### src/rtl/btb_pkg.sv
// Shared geometry, counter encodings and entry layout for the branch target buffer.
package btb_pkg;
   localparam int SETS    = 8;
   localparam int WAYS    = 2;
   localparam int INDEX_W = $clog2(SETS);
   localparam int TAG_W   = 32 - INDEX_W - 2;

   typedef enum logic [1:0] {
      CTR_SNT = 2'b00,
      CTR_WNT = 2'b01,
      CTR_WT  = 2'b10,
      CTR_ST  = 2'b11
   } ctr_e;

   localparam logic [1:0] CTR_INIT = CTR_WT;

   typedef struct packed {
      logic             valid;
      logic [TAG_W-1:0] tag;
      logic [31:0]      target;
      logic [1:0]       ctr;
   } btb_entry_t;
endpackage

### src/rtl/btb_sat_counter.sv
// 2-bit saturating counter next-value function, used once per way on the update path.
module btb_sat_counter
   import btb_pkg::*;
(
   input  logic [1:0] ctr,
   input  logic       taken,
   output logic [1:0] ctr_next
);
   always_comb begin
      ctr_next = ctr;
      if (taken) begin
         if (ctr != CTR_ST) ctr_next = ctr + 2'd1;
      end else begin
         if (ctr != CTR_SNT) ctr_next = ctr - 2'd1;
      end
   end
endmodule

### src/rtl/branch_target_buffer.sv
// 2-way set-associative BTB: combinational lookup for fetch, registered update from EX.
module branch_target_buffer
   import btb_pkg::*;
(
   input  logic        clk,
   input  logic        rst_n,
   input  logic [31:0] pc,
   output logic        btb_pc_valid,
   output logic        btb_pc_predictTaken,
   output logic [31:0] btb_target_pc,
   input  logic        update_en,
   input  logic [31:0] update_pc,
   input  logic [31:0] update_target,
   input  logic        update_taken
);
   btb_entry_t entry_q [SETS][WAYS];
   btb_entry_t entry_d [SETS][WAYS];
   logic [SETS-1:0] lru_q, lru_d;

   logic [INDEX_W-1:0] idx, uidx;
   logic [TAG_W-1:0]   tag, utag;
   logic [WAYS-1:0]    hit, uhit;
   logic [1:0]         ctr_next [WAYS];
   btb_entry_t         sel;
   logic               hw, victim;

   assign idx  = pc[INDEX_W+1:2];
   assign tag  = pc[31:INDEX_W+2];
   assign uidx = update_pc[INDEX_W+1:2];
   assign utag = update_pc[31:INDEX_W+2];

   for (genvar w = 0; w < WAYS; w++) begin : g_way
      assign hit[w]  = entry_q[idx][w].valid  && (entry_q[idx][w].tag  == tag);
      assign uhit[w] = entry_q[uidx][w].valid && (entry_q[uidx][w].tag == utag);
      btb_sat_counter u_ctr (
         .ctr      (entry_q[uidx][w].ctr),
         .taken    (update_taken),
         .ctr_next (ctr_next[w])
      );
   end

   // Way 0 takes priority on the (unreachable) double hit.
   always_comb begin
      sel                 = hit[0] ? entry_q[idx][0] : entry_q[idx][1];
      btb_pc_valid        = |hit;
      btb_pc_predictTaken = btb_pc_valid && sel.ctr[1];
      btb_target_pc       = btb_pc_valid ? sel.target : 32'h0;
   end

   always_comb begin
      entry_d = entry_q;
      lru_d   = lru_q;
      hw      = ~uhit[0];
      victim  = !entry_q[uidx][0].valid ? 1'b0 :
                !entry_q[uidx][1].valid ? 1'b1 : lru_q[uidx];
      if (update_en) begin
         if (|uhit) begin
            entry_d[uidx][hw].target = update_target;
            entry_d[uidx][hw].ctr    = ctr_next[hw];
            lru_d[uidx]              = ~hw;
         end else if (update_taken) begin
            entry_d[uidx][victim].valid  = 1'b1;
            entry_d[uidx][victim].tag    = utag;
            entry_d[uidx][victim].target = update_target;
            entry_d[uidx][victim].ctr    = CTR_INIT;
            lru_d[uidx]                  = ~victim;
         end
      end
   end

   always_ff @(posedge clk or negedge rst_n) begin
      if (!rst_n) begin
         lru_q <= '0;
         for (int s = 0; s < SETS; s++) begin
            for (int w = 0; w < WAYS; w++) begin
               entry_q[s][w] <= '{valid: 1'b0, tag: '0, target: 32'h0, ctr: CTR_WNT};
            end
         end
      end else begin
         lru_q   <= lru_d;
         entry_q <= entry_d;
      end
   end
endmodule

### config.mk
export PLATFORM = sky130hd
export DESIGN_NAME = branch_target_buffer
export DESIGN_NICKNAME = d
export VERILOG_FILES = /design/src/rtl/btb_pkg.sv /design/src/rtl/btb_sat_counter.sv /design/src/rtl/branch_target_buffer.sv
export SDC_FILE = /design/constraint.sdc
export NUM_CORES = 2
export LEC_CHECK = 0
export BUFFER_PORTS_ARGS = -buffer_cell sky130_fd_sc_hd__buf_2
export CORE_ASPECT_RATIO = 1.2
export CORE_UTILIZATION = 63
export DETAILED_ROUTE_END_ITERATION = 10
export PLACE_DENSITY = 0.89
export SYNTH_ARGS = -nofsm -noshare
export SYNTH_HDL_FRONTEND = slang
export SYNTH_HIERARCHICAL = 1
export SYNTH_SLANG_ARGS = --single-unit
export TNS_END_PERCENT = 20
### constraint.sdc
create_clock -name clk -period 7.55 [get_ports clk]
set_input_delay 1.51 -clock clk [delete_from_list [all_inputs] [get_ports clk]]
set_output_delay 1.51 -clock clk [all_outputs]
set_load 0.02 [all_outputs]
==> impl_results.md <==
- Run status: finished with violations
- Failing checks: design-rule violations
- CTS Hold Bufs: 0
- Die Y: about 310 um
- Layout cells sized above 1: 48.4%
- Hold Crit Depth: 2
- Multi-input logic area: around 0.024 mm2
- First drt pass iteration count: 11
- Root buffer cell: clkbuf_16
- Crit path kind: primary input to output port
- Least-Margin Pin Slew: between 0.9 and 1 ns
- Max_slew headroom: roughly 34%
- Most common cell after layout, fill and taps aside: mux2_2
- Layout Skew: approximately 0.070 ns
- Fin. Hold Viols: 0
- Syn. warnings: 6
- Vias per cell: approximately 6.9
- Sequential share of the synthesized area: around 50%
- R2R depth: 11
- Finished Cell Area: between 0.05 and 0.06 mm2
- Drt wl/cell: between 20 and 30 um
- Pin count of the biggest net entering global routing: 183
- Syn_nets: around 3500
- First DRT Iteration DRCs: between 3000 and 4000
- CTS HTree Levels: 3
- Area leader, netlist: dfrtp_1
- Post-CTS Setup Repair Bufs: 0
- Initial antenna violation count: 14
- Simple-gate share of the synthesized area: 2.70%
- Residual DRC: 34
- DIE WIDTH: around 260 um
- Clk pwr share: approximately a third
- DP Area: ~0.052 mm2
- Synth Area in Adders: less than 1%
- CTS max path bufs: 3
- Crit. End Element: output port
- CTS Buf Count: 99
- Final Max Slew Viols: 0
- Fin worst setup slack: between 0.5 and 0.6 ns
- Clock-pin slew on the worst setup and hold paths: ~0.060 ns
- Worst VDD drop: ~0.25 mV
- Worst setup SP type: primary input
- I/O Pins: around 130
- Async SR Flop Fraction: between 90% and 100%
- First-pass GRT wire length: roughly 200 mm
- # nets final: 3523
- Register area: 0.0250 mm2
- Synth Area in XOR/XNOR: under 10%
- Share of power burned in registers: 46.7%
- CP arrival: roughly 5.5 ns
- Final ANT Viol Nets: 0
- Final period utilization: slightly above 90%
- Area share of the largest cell type after synthesis: between 40% and 50%
- WP data required: about 6 ns
- Rows: 113
- CTS tree: yes
- Final WL: around 130 mm
- NetSw: between 4 and 5 mW
- Post-Syn Area per Cell: approximately 15 um2
- CP max FO: 66
- Post-Synthesis Cells: between 3000 and 4000
- Main synth FF type: dfrtp_1
- DP HPWL: slightly below 80 mm
- Post-Syn Area: 0.0505 mm2
- Worst slack, placed: 0.841 ns
- Core area: roughly 0.079 mm2
- Unique masters post-synth: 69
- Sw Ratio: a little over a quarter
- Cell internal pwr: approximately 12 mW
- Top cells by area, synth: dfrtp_1 (49%), mux2_2 (22%), mux4_2 (12%), mux2i_1 (4.4%), mux2_1 (1.2%)
- Synth Area in Compound Gates: under 10%
- Clock Sinks: 1000
- Die area: approximately 0.081 mm2
- Combinational share of power: 21.8%
- Static Leak: 25.2 nW
- Worst-Skew Late Latency: between 0.7 and 0.8 ns
- Min Tclk post-route: approximately 7 ns
- # port buffers: about 130
- Initial Util: a little under two thirds
- Via count: roughly 31000
- Proportion of synthesized area in mux cells: 39.9%
- RSZ-0062 raised after global routing: false
- GP Congestion: 0.951
- Most frequent cells in the layout: mux2_2 (999), dfrtp_1 (984), mux4_2 (270), mux2i_1 (224), buf_2 (124)
- GRT overflow: 0
- Quantity of gates resized following cts: 0
- Hold Path Class: register to register
- Synth-to-layout area growth: 9.83%
- Total GRT Usage: 33.0%
- Pwr per Cell Area: approximately 300 mW/mm2
- Setup_tns: 0 ns
- Max cap viols: 0
- Fmax: between 0.1 and 0.15 GHz
- Number of synthesized register bits: 1000
- Vias in the first global route: approximately 33000
- Main combinational cell family by area after synthesis: multiplexers
- Post-synth EDFFs: 0
- Setup violations, final: 0
- # fillers: about 5000
[final timing paths]
check	from	endpoint	slack, ns
setup / recovery	pc[2]	btb_target_pc[23]	0.57
hold reg to reg	entry_q[0]	entry_q[0]	0.47
max in group asynchronous	rst_n	entry_q[88]	5.14
setup reg to reg	entry_q[792]	entry_q[171]	2.97
min in group asynchronous	rst_n	entry_q[924]	0.88
hold / removal	entry_q[0]	entry_q[0]	0.47
[Yosys cell counts, types with 13 or more instances]
| library cell | n |
|---|---|
| mux2_2 | 999 |
| dfrtp_1 | 984 |
| mux4_2 | 270 |
| mux2i_1 | 224 |
| clkbuf_1 | 141 |
| buf_2 | 69 |
| nand2_1 | 63 |
| a22oi_1 | 55 |
| buf_1 | 54 |
| mux2_1 | 53 |
| xnor2_1 | 52 |
| buf_4 | 47 |
| o211a_1 | 33 |
| o22ai_1 | 28 |
| nor4_1 | 24 |
| a21oi_1 | 23 |
| nor2_1 | 21 |
| xor2_1 | 21 |
| inv_1 | 19 |
| nand2b_1 | 19 |
| and3_1 | 18 |
| dfstp_2 | 16 |
| nor3_1 | 14 |
| o21ai_0 | 14 |
| nor2b_1 | 13 |
[sequential cells by signal (all words and copies together) (netlist names)]
signal / count
lru_q: 8
entry_q: 992
[worst max-delay path, cell delays in order]
cell     delay [ns]
buf_8          0.29
buf_4          0.35
mux4_2         0.54
mux2i_1        0.18
xnor2_1        0.10
nor4_1         0.81
and4_1         0.32
nand4_1        0.17
buf_4          0.44
nand2_1        0.20
o211a_1        0.22
buf_2          0.19
[logic make-up (layout without fill, tap and decap cells)]
group,after synthesis,in the layout
AO/OA/AOI/OAI,223,223
flip-flops,1000,1000
XOR/XNOR,73,73
AND/OR/NAND/NOR,239,239
other,0,11
adder cells (fa/ha/maj),4,4
multiplexers,1546,1546
buffers and inverters,335,417
[per-stage QoR]
step	util (%)	instances	hold slack, ns	power [mW]
floorplan	-	3420	0.434	10.1
global placement	65.6	4357	0.455	10.9
detailed placement	65.6	4357	0.464	11.2
CTS	69.9	4537	0.475	16.4
global route	69.9	4541	0.495	17.0
finish	69.9	4548	0.473	16.3
[layer usage]
metal / vias to the layer above / track usage [%] / routed length (um)
met5: - / 0 / 66
met4: 12 / 19.1 / 8000
met3: 506 / 6.96 / 10800
met2: 1505 / 51.9 / 63300
met1: 16525 / 42.6 / 49300
li1: 12918 / - / -
[power groups by stage]
stage	logic (mW)	clock network, mW	registers, mW
after CTS	3.56	5.20	7.60
after floorplan	2.78	0	7.35
after global placement	3.34	0	7.56
after global routing	3.79	5.39	7.79
after detailed placement	3.50	0	7.67
final	3.57	5.14	7.63
[area by class of cell]
type	count	area share (%)
antenna	11	0.0496
clock buffer	146	5.26
clock inverter	34	0.886
inverter	20	0.135
multi-input combinational	2085	43.2
sequential	1000	45.1
tap	1035	2.33
timing repair buffer	217	2.96
No activity file was read; power rests on OpenSTA's default activity.
